[config.mk]
export PLATFORM = sky130hd
export DESIGN_NAME = fetch_sequencer
export DESIGN_NICKNAME = d
export VERILOG_FILES = /design/src/rtl/fetch_sequencer.sv
export SDC_FILE = /design/constraint.sdc
export NUM_CORES = 1
export LEC_CHECK = 0
export CORE_MARGIN = 2
export CORE_UTILIZATION = 39
export DETAILED_ROUTE_END_ITERATION = 8
export PLACE_DENSITY = 0.92
export SLEW_MARGIN = 20
export SYNTH_ARGS = -nofsm -noshare
export SYNTH_HDL_FRONTEND = slang
export SYNTH_SLANG_ARGS = --single-unit
[constraint.sdc]
create_clock -name clk -period 2.2 [get_ports clk]
set_clock_uncertainty 0.05 [all_clocks]
set_input_delay 0.22 -clock clk [delete_from_list [all_inputs] [get_ports clk]]
set_output_delay 0.22 -clock clk [all_outputs]
set_load 0.05 [all_outputs]
[src/rtl/fetch_sequencer.sv]
// -----------------------------------------------------------------------------
// fetch_sequencer
//
// Controls the instruction-fetch stage. After reset it boot-loads the
// instruction memory from a valid/ready stream, then releases the core. While
// running it drives the PC enable, the next-PC select and the IF/ID flush,
// resolving stall-versus-redirect priority. It also supports halt (with a
// bounded pipeline drain), resume and reload.
//
// Ports
//   clk          in   system clock, rising edge
//   reset        in   asynchronous active-low reset
//   load_valid   in   boot-load word valid
//   load_data    in   boot-load instruction word (32 bits)
//   load_ready   out  a boot-load word is accepted this cycle
//   imem_we      out  instruction memory write strobe
//   imem_waddr   out  instruction memory word address (ADDR_W bits)
//   imem_wdata   out  instruction memory write data (32 bits)
//   hazard_stall in   load-use stall from the hazard unit
//   branch_taken in   branch resolved taken
//   jump         in   jump resolved
//   halt_req     in   request to stop fetching
//   resume_req   in   restart fetching from HALT
//   reload_req   in   re-enter boot load from HALT
//   pc_write     out  PC register enable
//   pc_sel       out  0 = PC+4, 1 = redirect target
//   if_flush     out  flush the IF/ID register
//   core_run     out  core released (RUN or DRAIN)
//   state        out  00 LOAD, 01 RUN, 10 DRAIN, 11 HALT
//   fetch_count  out  PC updates since the last load (saturating)
// -----------------------------------------------------------------------------
module fetch_sequencer #(
  parameter int DEPTH_WORDS  = 16,
  parameter int ADDR_W       = 4,
  parameter int DRAIN_CYCLES = 3,
  parameter int CNT_W        = 16
) (
  input  logic              clk,
  input  logic              reset,
  input  logic              load_valid,
  input  logic [31:0]       load_data,
  output logic              load_ready,
  output logic              imem_we,
  output logic [ADDR_W-1:0] imem_waddr,
  output logic [31:0]       imem_wdata,
  input  logic              hazard_stall,
  input  logic              branch_taken,
  input  logic              jump,
  input  logic              halt_req,
  input  logic              resume_req,
  input  logic              reload_req,
  output logic              pc_write,
  output logic              pc_sel,
  output logic              if_flush,
  output logic              core_run,
  output logic [1:0]        state,
  output logic [CNT_W-1:0]  fetch_count
);

  localparam int DCNT_W = (DRAIN_CYCLES > 1) ? $clog2(DRAIN_CYCLES) : 1;
  localparam logic [ADDR_W-1:0] LAST_WORD  = ADDR_W'(DEPTH_WORDS - 1);
  localparam logic [DCNT_W-1:0] DRAIN_LOAD = DCNT_W'(DRAIN_CYCLES - 1);

  typedef enum logic [1:0] {
    S_LOAD  = 2'b00,
    S_RUN   = 2'b01,
    S_DRAIN = 2'b10,
    S_HALT  = 2'b11
  } state_e;

  state_e             state_q, state_d;
  logic [ADDR_W-1:0]  wcnt_q, wcnt_d;
  logic [DCNT_W-1:0]  dcnt_q, dcnt_d;
  logic [CNT_W-1:0]   fcnt_q, fcnt_d;
  logic               redirect;
  logic               clear_fcnt;

  // Saturating increment: the counter sticks at all-ones instead of wrapping.
  function automatic logic [CNT_W-1:0] sat_inc(input logic [CNT_W-1:0] v);
    return (&v) ? v : v + 1'b1;
  endfunction

  assign redirect = branch_taken | jump;

  always_comb begin
    state_d    = state_q;
    wcnt_d     = wcnt_q;
    dcnt_d     = dcnt_q;
    clear_fcnt = 1'b0;
    load_ready = 1'b0;
    imem_we    = 1'b0;
    imem_waddr = wcnt_q;
    imem_wdata = load_data;
    pc_write   = 1'b0;
    pc_sel     = 1'b0;
    if_flush   = 1'b0;
    core_run   = 1'b0;

    case (state_q)
      S_LOAD: begin
        load_ready = 1'b1;
        // Gate the strobe while reset is held so a stray valid cannot write.
        imem_we    = load_valid & reset;
        if (load_valid) begin
          if (wcnt_q == LAST_WORD) begin
            state_d = S_RUN;
            wcnt_d  = '0;
          end else begin
            wcnt_d  = wcnt_q + 1'b1;
          end
        end
      end
      S_RUN: begin
        core_run = 1'b1;
        // A redirect must win over a stall or the wrong-path fetch survives.
        pc_write = redirect | ~hazard_stall;
        pc_sel   = redirect;
        if_flush = redirect;
        if (halt_req) begin
          state_d = S_DRAIN;
          dcnt_d  = DRAIN_LOAD;
        end
      end
      S_DRAIN: begin
        core_run = 1'b1;
        // Sequential fetch is frozen; older in-flight branches still redirect.
        pc_write = redirect;
        pc_sel   = redirect;
        if_flush = redirect;
        if (dcnt_q == '0) begin
          state_d = S_HALT;
        end else begin
          dcnt_d  = dcnt_q - 1'b1;
        end
      end
      S_HALT: begin
        if (reload_req) begin
          state_d    = S_LOAD;
          clear_fcnt = 1'b1;
        end else if (resume_req) begin
          state_d    = S_RUN;
        end
      end
      default: state_d = S_LOAD;
    endcase

    if (clear_fcnt) begin
      fcnt_d = '0;
    end else if (pc_write) begin
      fcnt_d = sat_inc(fcnt_q);
    end else begin
      fcnt_d = fcnt_q;
    end
  end

  always_ff @(posedge clk or negedge reset) begin
    if (!reset) begin
      state_q <= S_LOAD;
      wcnt_q  <= '0;
      dcnt_q  <= '0;
      fcnt_q  <= '0;
    end else begin
      state_q <= state_d;
      wcnt_q  <= wcnt_d;
      dcnt_q  <= dcnt_d;
      fcnt_q  <= fcnt_d;
    end
  end

  assign state       = state_q;
  assign fetch_count = fcnt_q;

endmodule

* Word level (Yosys, flattened, before mapping) *
Cells that the tools add are included.

cells by class
  equal/unequal tests = 11
  add/sub/neg operators = 3
  reductions and logical operators = 10
  bitwise logic cells = 4
  muxes and demuxes = 20

operator list
  kind                     count
  $mux W16                 3
  $add A16 B1 Y16 const B  1
  $reduce_and A16 Y1       1
  $mux W2                  7
  $ne A2 B2 Y1 const B     6
  $pmux W2 S4              1
  $mux W1                  6
  $reduce_and A5 Y1        1
  $add A4 B1 Y4 const B    1
  $eq A2 B2 Y1 const B     2
  $eq A4 B4 Y1 const B     1
  $logic_not A2 Y1         2
  $mux W4                  1
  $pmux W2 S2              1
  $reduce_and A2 Y1        2
  $reduce_bool A2 Y1       2
  $ne A3 B3 Y1 const B     1
  $reduce_and A3 Y1        1
  $eq A2 B1 Y1 const B     1
  $or A1 B1 Y1             2
  $pmux W1 S2              1
  $reduce_or A2 Y1         1
  $sub A2 B1 Y2 const B    1
  $and A1 B1 Y1            1
  $not A1 Y1               1

storage, ports and cells
  bits in registers = 24
  word-level logic and storage cells = 52
  output and inout bits = 60
  input bits = 41

* Logic depth before layout (Yosys ltp) *
  word-level depth = 5
  mapped depth = 7

* Worst setup path after synthesis *
No wires, ideal clock.

  kind = register -> register
  start point = reg state_q[0] (netlist: state[0])
  end point = reg fcnt_q[2] (netlist: fetch_count[2])
  cell stages (with the launch flop) = 7
  arrival = 2.601 ns
  period minus slack after synthesis = 2.772 ns
  setup slack = -0.572 ns
  buffers on the path = 0
  path through = dfrtp_1 -> inv_1 -> ha_1 -> o21ai_1 -> inv_1 -> a31oi_1 -> a41o_1

on the way
  word-level cells in the longest chain between the ends = 4
  elaborated cells between the ends (all ways) = 9

RTL lines
  item                                          RTL line  RTL
  start, declared                               71        state_e state_q, state_d;
  start signal, assigned                        163       state_q <= state_d;
  $eq A2 B2 Y1 or $eq A2 B1 Y1 (tied branches)  99        case (state_q)
  $pmux W1 S2 (*)                               99
  net pc_write                                  52        output logic pc_write,
  $reduce_bool A2 Y1 (no line) (*)              --
  $reduce_and A2 Y1 (no line) (*)               --
  end signal, assigned                          166       fcnt_q <= fcnt_d;
  end, declared                                 74        logic [CNT_W-1:0] fcnt_q, fcnt_d;

Mark *: on every way through the listed nets, which the timed path passes. The rest lies on a longest branch.
A chain may end at the register's enable or synchronous reset.

* Final worst setup path *
  start point = reg state_q[0] (netlist: state[0])
  end point = out pc_write

on the way
  word-level cells in the longest chain between the ends = 2
  elaborated cells between the ends (all ways) = 3

RTL lines
  item                                          RTL line
  $eq A2 B2 Y1 or $eq A2 B1 Y1 (tied branches)  99
  $pmux W1 S2 (*)                               99
  end, declared                                 52

Every way passes the cells marked *; elsewhere a longest branch is shown, timed or not.

==> flow_results.xml <==
<?xml version="1.0" encoding="UTF-8"?>
<metrics>
  <group name="timing">
    <metric name="timing.final.setup_violations" unit="">0</metric>
    <metric name="max_clock_freq" unit="GHz">0.482</metric>
    <metric name="rsz_0062_raised_after_global_routing" unit="">no</metric>
    <metric name="worst_pin_slew" unit="ns">0.564</metric>
    <metric name="timing_max_transition_violations_final" unit="">0</metric>
    <metric name="timing.final.crit_share" unit="">0.944</metric>
    <metric name="finalHoldViolations" unit="">0</metric>
    <metric name="tns" unit="ns">0</metric>
    <metric name="post-route-min-period" unit="ns">2.08</metric>
    <metric name="timing.slew.headroom" unit="">0.621</metric>
    <metric name="timing.hold.ws" unit="ns">0.387</metric>
  </group>
  <group name="clocking">
    <metric name="clk_transition_reported_paths" unit="ns">0.09</metric>
    <metric name="cts.sinks" unit="">24</metric>
    <metric name="maximum_clock_insertion_buffer_count" unit="">2</metric>
    <metric name="cts_root_buffer" unit="">clkbuf_8</metric>
    <metric name="tritoncts" unit="">done</metric>
    <metric name="clk-insertion-delay-late" unit="ns">0.27</metric>
    <metric name="cts_inserted_buffers" unit="">3</metric>
    <metric name="htree_num_levels" unit="">1</metric>
  </group>
  <group name="setup_path">
    <metric name="peak_per_stage_delay_on_the_critical_path" unit="ns">0.41</metric>
    <metric name="crit_chain" unit="">buf_4 &gt; ha_4 &gt; o22a_4 &gt; o21ai_4 &gt; inv_2 &gt; buf_4</metric>
    <metric name="worst_path_most_repeated_cell" unit="">buf_4</metric>
    <metric name="worst-endpoint-arrival" unit="ns">1.81</metric>
    <metric name="critPathSlowestCell" unit="">dfrtp_2</metric>
    <metric name="critical-path-top-delay-family" unit="">compound AO/OA/AOI/OAI gates</metric>
    <metric name="cp-end-kind" unit="">primary output</metric>
    <metric name="ws_path_type" unit="">reg2out</metric>
    <metric name="cp_max_fo" unit="">8</metric>
    <metric name="worstSetupStartpointType" unit="">flop</metric>
    <metric name="crit_buf_inv" unit="">3</metric>
    <metric name="worst-endpoint-required" unit="ns">1.93</metric>
  </group>
  <group name="placed_design">
    <metric name="port_buffers" unit="">36</metric>
    <metric name="dpl.hpwl" unit="um">2980</metric>
    <metric name="gp_congestion" unit="">0.827</metric>
  </group>
  <group name="drt">
    <metric name="wl_per_cell" unit="um">16.4</metric>
    <metric name="detailroute.wirelength.met3" unit="um">296</metric>
    <metric name="topRoutingLayerUsed" unit="">met4</metric>
    <metric name="drt_pre_antenna_iters" unit="">4</metric>
    <metric name="remaining_drc_errors" unit="">0</metric>
    <metric name="drt_iter0_markers" unit="">166</metric>
    <metric name="postRouteWirelength" unit="um">4120</metric>
    <metric name="drt-met1-wl" unit="um">1670</metric>
    <metric name="route.antenna.remaining_nets" unit="">0</metric>
    <metric name="met2_wirelength" unit="um">2050</metric>
    <metric name="vias_per_cell" unit="">5.90</metric>
    <metric name="route.vias.total" unit="">1480</metric>
  </group>
  <group name="power_and_ir_drop">
    <metric name="p_leak" unit="nW">0.831</metric>
    <metric name="irDropWorstVdd" unit="V">0.000882</metric>
    <metric name="p_per_area" unit="mW/mm2">1330</metric>
  </group>
  <group name="floorplan">
    <metric name="fp.dieW" unit="um">71.4</metric>
    <metric name="ioPinCount" unit="">101</metric>
    <metric name="die_area" unit="mm2">0.00509</metric>
    <metric name="row_count" unit="">24</metric>
    <metric name="die_y" unit="um">71.4</metric>
    <metric name="core-area" unit="mm2">0.00435</metric>
    <metric name="floorplan.initialDensity" unit="">0.406</metric>
  </group>
  <group name="grt">
    <metric name="first_pass_grt_wire_length" unit="um">6730</metric>
    <metric name="grt_overflow" unit="">0</metric>
    <metric name="pin_count_of_the_biggest_net_entering_global_routing" unit="">25</metric>
    <metric name="grt_use_total" unit="">0.163</metric>
    <metric name="via_count_of_the_first_global_routing_pass" unit="">1415</metric>
    <metric name="initial_antenna_violation_count" unit="">0</metric>
  </group>
  <group name="synthesis">
    <metric name="synth_enable_flop_cells" unit="">0</metric>
    <metric name="synth_top_cells_by_count" unit="">buf_4, dfrtp_1, a21oi_1, nand2_1, nand3_1</metric>
    <metric name="synth_top_cell_by_area" unit="">dfrtp_1</metric>
    <metric name="synth.net_count" unit="">237</metric>
    <metric name="synth-seq-cells" unit="">24</metric>
    <metric name="synth_fa_ha_area_frac" unit="">0.0566</metric>
    <metric name="synth.avg_cell_area" unit="um2">9.41</metric>
    <metric name="synth_top_area_frac" unit="">0.339</metric>
    <metric name="ys_seq_area_frac" unit="">0.339</metric>
    <metric name="synth.mux.area_fraction" unit="">0.0177</metric>
    <metric name="synth_compound_area_frac" unit="">0.194</metric>
    <metric name="postSynthCellCount" unit="">188</metric>
    <metric name="synth_most_common_cell" unit="">buf_4</metric>
    <metric name="post_synth_xor_area_fraction" unit="">0.00495</metric>
    <metric name="synth_top_family_by_area" unit="">simple AND/OR/NAND/NOR gates</metric>
    <metric name="yosys-top-cells-area" unit="">dfrtp_1, buf_4, ha_1</metric>
    <metric name="ys_types" unit="">50</metric>
    <metric name="synth_async_sr_flop_share" unit="">1.00</metric>
    <metric name="synthSimpleGateAreaFrac" unit="">0.217</metric>
    <metric name="syn-cell-area" unit="mm2">0.00177</metric>
    <metric name="synth_warnings" unit="">0</metric>
    <metric name="synth-main-ff-cell" unit="">dfrtp_1</metric>
  </group>
  <group name="cells_and_area">
    <metric name="fill_cells" unit="">387</metric>
    <metric name="layout-drive-gt1-share" unit="">0.186</metric>
    <metric name="finalNetCount" unit="">249</metric>
    <metric name="area_growth" unit="%">17.6</metric>
    <metric name="num_antenna_cells" unit="">0</metric>
  </group>
  <group name="outcome">
    <metric name="status" unit="">completed</metric>
  </group>
  <group name="flow_run">
    <metric name="reported_max_cap_violation_count" unit="">0</metric>
  </group>
  <group name="worst_hold_path">
    <metric name="worstHoldPathType" unit="">in2async</metric>
  </group>
</metrics>
state kept, by name (all words and copies together), names as in the netlist:
name,count
dcnt_q,2
state,2
fetch_count,16
imem_waddr,4
kinds of logic after synthesis:
group,Yosys count
AOI/OAI and AO/OA,47
xor gates and xnor gates,1
adders and majority gates,8
buffers and inverters,43
DFF,24
muxes,3
and+or+nand+nor,62
repair_timing:
action	in CTS	in global routing
hold buffers	0	0
endpoints found under the setup margin	1	7
buffers inserted	0	3
gates resized for setup	1	5
pin swaps	0	1
gates cloned	0	0
path summary, 6_finish.rpt:
path | startpoint | end | slack [ns] | cells after the start
max reg2reg | state[1] | fetch_count[11] | 0.18 | 7
min in group clk | load_data[8] | imem_wdata[8] | 0.39 | 0
max | state[0] | pc_write | 0.12 | 6
min | reset | fetch_count[5] | 0.39 | 2
max in group asynchronous | reset | state[0] | 1.45 | 2
min reg2reg | dcnt_q[0] | dcnt_q[0] | 0.48 | 1
layout make-up:
class	count	area, um2	area share
Multi-Input combinational cell	121	917	0.441
Sequential cell	24	603	0.290
Timing Repair Buffer	44	418	0.201
Tap cell	52	65.1	0.0313
Clock buffer	4	55.1	0.0265
Inverter	6	22.5	0.0108
layout by cell type (no fill, tap or decap), drive strengths merged, types with 2 or more instances in the layout:
cell / instances
o311ai: 2
nor2: 5
dfrtp: 24
o31ai: 8
clkbuf: 4
clkdlybuf4s50: 30
a21oi: 12
o41ai: 2
mux2i: 2
and3: 2
nand3: 11
nor3: 2
buf: 14
ha: 8
or4: 8
o21ai: 10
nor2b: 2
and4: 3
nor4: 3
nand4: 5
or3: 2
nand2: 11
nand2b: 3
a31oi: 2
nor3b: 2
inv: 6
worst register-to-register path, delay by kind of cell (launching register included):
family                   cells  cell delay (ns)
AND/OR/NAND/NOR              1             0.48
flip-flops                   1             0.38
AO/OA/AOI/OAI                2             0.28
buffers and inverters        3             0.43
adder cells (fa/ha/maj)      1             0.33
power by group:
part | total, mW | switching, mW | internal [mW] | leakage, nW
logic | 1.80 | 1.14 | 0.661 | 0.487
clock network | 0.308 | 0.148 | 0.160 | 0.0288
registers | 0.654 | 0.110 | 0.544 | 0.315
total | 2.76 | 1.40 | 1.37 | 0.831
stage by stage:
step | power, mW | worst slack [ns] | area, um2 | std cells | util
after floorplan | 2.03 | 0.0133 | 1780 | 188 | -
after global routing | 2.95 | 0.0352 | 2080 | 251 | 0.478
after CTS | 2.66 | 0.0386 | 2030 | 248 | 0.465
final | 2.76 | 0.124 | 2080 | 251 | 0.478
after detailed placement | 2.34 | 0.137 | 1970 | 244 | 0.452
after global placement | 2.29 | 0.215 | 1970 | 244 | 0.452
per-layer routing:
metal / vias up / global-route usage
met3: 12 / 0.0295
met1: 704 / 0.209
li1: 697 / -
met5: - / 0
met4: 0 / 0.0818
met2: 67 / 0.263
Power figures use the tool's default switching activity.
